==> src/rtl/sseg_display_arbiter.sv <==
// Round-robin arbiter granting one requester at a time ownership of a
// shared seven-segment display word, with a minimum tenure before preemption.
module sseg_display_arbiter #(
    parameter int          NUM_REQ     = 4,
    parameter int          HOLD_CYCLES = 16,
    parameter logic [15:0] IDLE_DATA   = 16'h0000
) (
    input  logic                       clk,
    input  logic                       clear,
    input  logic [NUM_REQ-1:0]         req,
    input  logic [NUM_REQ*16-1:0]      data_in,
    output logic [NUM_REQ-1:0]         gnt,
    output logic [15:0]                display_data,
    output logic [$clog2(NUM_REQ)-1:0] owner,
    output logic                       busy
);

    localparam int         OW       = $clog2(NUM_REQ);
    localparam logic [7:0] HOLD_MAX = 8'(HOLD_CYCLES - 1);

    typedef enum logic [1:0] {
        IDLE,
        GRANT,
        RELEASE
    } state_t;

    state_t      state;
    logic [7:0]  hold_cnt;
    logic [OW-1:0] last_owner;
    logic [OW-1:0] winner;
    logic [15:0] slice [NUM_REQ];
    logic        others;
    logic        expire;

    always_comb begin
        for (int i = 0; i < NUM_REQ; i++) begin
            slice[i] = data_in[i*16 +: 16];
        end
    end

    // Lowest requester above last_owner wins; otherwise wrap to lowest overall.
    always_comb begin
        winner = '0;
        for (int i = NUM_REQ - 1; i >= 0; i--) begin
            if (req[i]) winner = OW'(i);
        end
        for (int i = NUM_REQ - 1; i >= 0; i--) begin
            if (req[i] && (OW'(i) > last_owner)) winner = OW'(i);
        end
    end

    assign others = |(req & ~gnt);
    assign expire = (hold_cnt == HOLD_MAX) && others;

    always_ff @(posedge clk or negedge clear) begin
        if (!clear) begin
            state        <= IDLE;
            gnt          <= '0;
            busy         <= 1'b0;
            owner        <= '0;
            display_data <= IDLE_DATA;
            hold_cnt     <= '0;
            last_owner   <= OW'(NUM_REQ - 1);
        end else begin
            unique case (state)
                IDLE: begin
                    if (|req) begin
                        state        <= GRANT;
                        gnt          <= NUM_REQ'(1) << winner;
                        busy         <= 1'b1;
                        owner        <= winner;
                        last_owner   <= winner;
                        hold_cnt     <= '0;
                        display_data <= slice[winner];
                    end
                end
                GRANT: begin
                    if (!req[owner] || expire) begin
                        state <= RELEASE;
                        gnt   <= '0;
                        busy  <= 1'b0;
                    end else begin
                        display_data <= slice[owner];
                        if (hold_cnt != HOLD_MAX) begin
                            hold_cnt <= hold_cnt + 8'd1;
                        end
                    end
                end
                RELEASE: begin
                    state <= IDLE;
                end
                default: begin
                    state <= IDLE;
                end
            endcase
        end
    end

endmodule

==> config.mk <==
export PLATFORM = sky130hd
export DESIGN_NAME = sseg_display_arbiter
export DESIGN_NICKNAME = d
export VERILOG_FILES = /design/src/rtl/sseg_display_arbiter.sv
export SDC_FILE = /design/constraint.sdc
export NUM_CORES = 1
export LEC_CHECK = 0
export CELL_PAD_IN_SITES_DETAIL_PLACEMENT = 0
export CELL_PAD_IN_SITES_GLOBAL_PLACEMENT = 1
export CORE_MARGIN = 2
export CORE_UTILIZATION = 37
export CTS_CLUSTER_DIAMETER = 200
export DETAILED_ROUTE_END_ITERATION = 10
export GPL_TIMING_DRIVEN = 0
export PLACE_DENSITY_LB_ADDON = 0.1
export SLEW_MARGIN = 20
export SYNTH_ARGS = -nofsm -noshare
export SYNTH_HDL_FRONTEND = slang
export SYNTH_SLANG_ARGS = --single-unit
==> constraint.sdc <==
create_clock -name clk -period 5.1 [get_ports clk]
set_clock_uncertainty 0.1 [all_clocks]
set_input_delay 0.51 -clock clk [delete_from_list [all_inputs] [get_ports clk]]
set_output_delay 0.51 -clock clk [all_outputs]
set_load 0.01 [all_outputs]
==> results.md <==
* Status: complete, no violations
* Vias/cell at 5.46
* Critical path class: input port to flop
* CTS resizes at 0
* Sequential element share of the synthesized area at 33.4%
* Port Buf Inserts at 91
* # DRC at 0
* Final Core Density at 55.1%
* Synth Register Bits at 35
* Crit-path cells: clkdlybuf4s50_1 -> inv_1 -> o22ai_1 -> a221oi_1 -> buf_4 -> buf_6 -> mux2i_1 -> o21ai_1 -> a22o_1
* Remaining global-route overflow at 0
* Worst-path fanout max at 10
* Worst R2R End: display_data[7]
* Leakage at 0.00155 uW
* FILL cells at 633
* Synth cell types at 47
* Antenna Cells at 0
* Multi-input logic area at 1570 um^2
* Mapped Cells at 251
* CP bufs+invs at 4
* Slew HR at 55.6%
* Layout cell share with drive strength beyond 1 at 16.8%
* Crit path max-delay cell type: clkdlybuf4s50_1
* Clock Path Buffers at 2
* CTS root buf: clkbuf_8
* Post-synth ARST share at 100%
* Routed WL at 7840 um
* Final setup TNS at 0 ns
* Max Clk Rate at 412 MHz
* Hpwl dp at 5650 um
* Pre-CTS setup slack at 2.40 ns
* Vias in the first global route at 2475
* Post-route minimum period at 2.42 ns
* Max-cap violations at 0
* Ys flop type: dfrtp_1
* CTS clock-pin slew for the worst setup and hold paths at 0.08 ns
* RD Place Congestion at 0.769
* Data arrival, critical path at 2.51 ns
* Die area at 7810 um^2
* Final setup viols at 0
* GRT Total Usage at 21.1%
* CP Capture Type: flop
* VDD IR max at 0.000212 V
* DR WL/cell at 17.5 um
* Die width at 88.4 um
* Overall power at 2140 uW
* Setup slack after layout at 2.68 ns
* RSZ-0062 raised after global routing: no
* Cell family with most CP delay: buffers and inverters
* R2R Setup Slk at 2.92 ns
* TritonRoute pass-1 iters at 4
* Post-Syn Area per Cell at 10.5 um^2
* Post-Syn Nets at 322
* Hold slack at 0.0456 ns
* Critical Path RT at 5.19 ns
* Max-slew violation count at 0
* Final period util at 47.5%
* Register area at 878 um^2
* Die Ht at 88.4 um
* DRT iter0 DRCs at 117
* Worst path max stage delay at 0.55 ns
* Core area at 6830 um^2
* Pwr per Cell Area at 569 nW/um^2
* Synth-to-layout area growth at 43.1%
* Post-CTS setup buffer count at 0
* Number of CTS-inserted buffers at 5
* Worst-case reg-to-reg path depth at 7
* H-tree depth at 2
* Nets@finish at 421
* Yosys warns at 0
* EDFF count, synth at 0
* Mapped Area at 2630 um^2
* CTS sink cnt at 35
* Post-DRT Antenna Nets at 0
* First-pass GRT wire length at 12500 um
* Startpoint Class: input port
* # rows at 30
* Worst-skew pair later-pin latency at 0.29 ns
* CTS tree: done
* Fin. Hold Viols at 0
* I/O Pins at 93
* Worst hold path type: input port to asynchronous set/reset pin
* # hold bufs at CTS at 0
* Initial antenna violation count at 0
* Worst slew pin tran at 0.666 ns
* Largest net degree at the start of global routing at 21
* Starting Density at 38.5%
* Reg-to-reg startpoint: last_owner[0]
* DR vias at 2442
[where the power goes]
group | internal, uW | leakage, uW | switching (uW) | total [uW]
logic | 734 | 0.00107 | 727 | 1460
clock network | 95.9 | 0.0000422 | 102 | 198
registers | 406 | 0.000436 | 78.3 | 484
[worst max path at each step]
| stage | from | to | slack (ns) | cells after the start |
|---|---|---|---|---|
| 5_1_grt | req[0] | display_data[7] | 2.58 | 9 |
| 6_report | req[0] | display_data[7] | 2.68 | 9 |
| 2_1_floorplan | req[1] | display_data[6] | 3.09 | 8 |
| 3_5_place_dp | req[0] | display_data[4] | 2.40 | 9 |
| 4_1_cts | req[0] | display_data[7] | 2.68 | 9 |
| 3_3_place_gp | req[0] | display_data[5] | 2.40 | 9 |
[metal layers]
metal	vias up	part of all wire, %	track usage, %
met4	0	1.1	6.47
li1	1158	-	-
met5	-	0	0
met2	70	48	34.7
met3	8	5.3	4.38
met1	1206	45	28.1
[Yosys cell counts (all sizes together) (3+ instances only)]
library cell	n	area share, %
a21o	3	0.86
mux4	17	15
a22o	17	5.7
a221oi	17	7.8
dfrtp	33	31
nor2	45	7.1
o21ai	22	4.2
nand2b	3	0.71
buf	16	5.3
nand2	12	1.8
a21oi	6	1.6
inv	6	0.86
mux2i	17	6.5
xor2	5	1.7
clkbuf	5	0.71
[registers in the layout, indices dropped and copies added (netlist names)]
name,count
last_owner,2
hold_cnt,8
display_data,16
owner,2
busy,1
state,2
gnt,4
[worst reg2reg max path, cell delays in order, from the launching register on]
cell	delay (ns)
dfstp_2	0.57
inv_1	0.06
a21oi_1	0.23
o21ai_0	0.13
nand2_1	0.35
buf_2	0.33
o21ai_1	0.13
a22o_1	0.19
[stage by stage]
step | std cells | instance area, um^2
floorplan | 251 | 2630
global placement | 438 | 3660
detailed placement | 439 | 3690
CTS | 447 | 3770
global route | 447 | 3770
finish | 447 | 3770
[cell families after synthesis]
family          Yosys count  synth area share, %
simple gates             73                 12.8
flops                    35                 33.4
mux                      35                 21.4
fa+ha+maj                 1                0.475
xor+xnor                  5                 1.66
buf+inv                  27                 6.89
compound gates           75                 23.4
[layout by cell type, fill, tap and decap left out, drive strengths merged, types with 2 or more instances in the layout]
cell type,count
clkdlybuf4s50,90
nor2,45
dfrtp,33
o21ai,22
buf,18
mux4,17
mux2i,17
a22o,17
a221oi,17
nand2,12
clkbuf,12
inv,6
a21oi,6
xor2,5
nand2b,3
a21o,3
and3,2
nand4,2
nand3,2
dfstp,2
[final cells by class]
cell class,count,share of cell area [%]
Inverter,6,0.598
Clock buffer,7,2.03
Tap cell,96,3.19
Sequential cell,35,23.3
Timing Repair Buffer,92,24.8
Clock inverter,1,0.133
Multi-Input combinational cell,189,41.7
Buffer,21,4.22
Power figures use the tool's default switching activity.
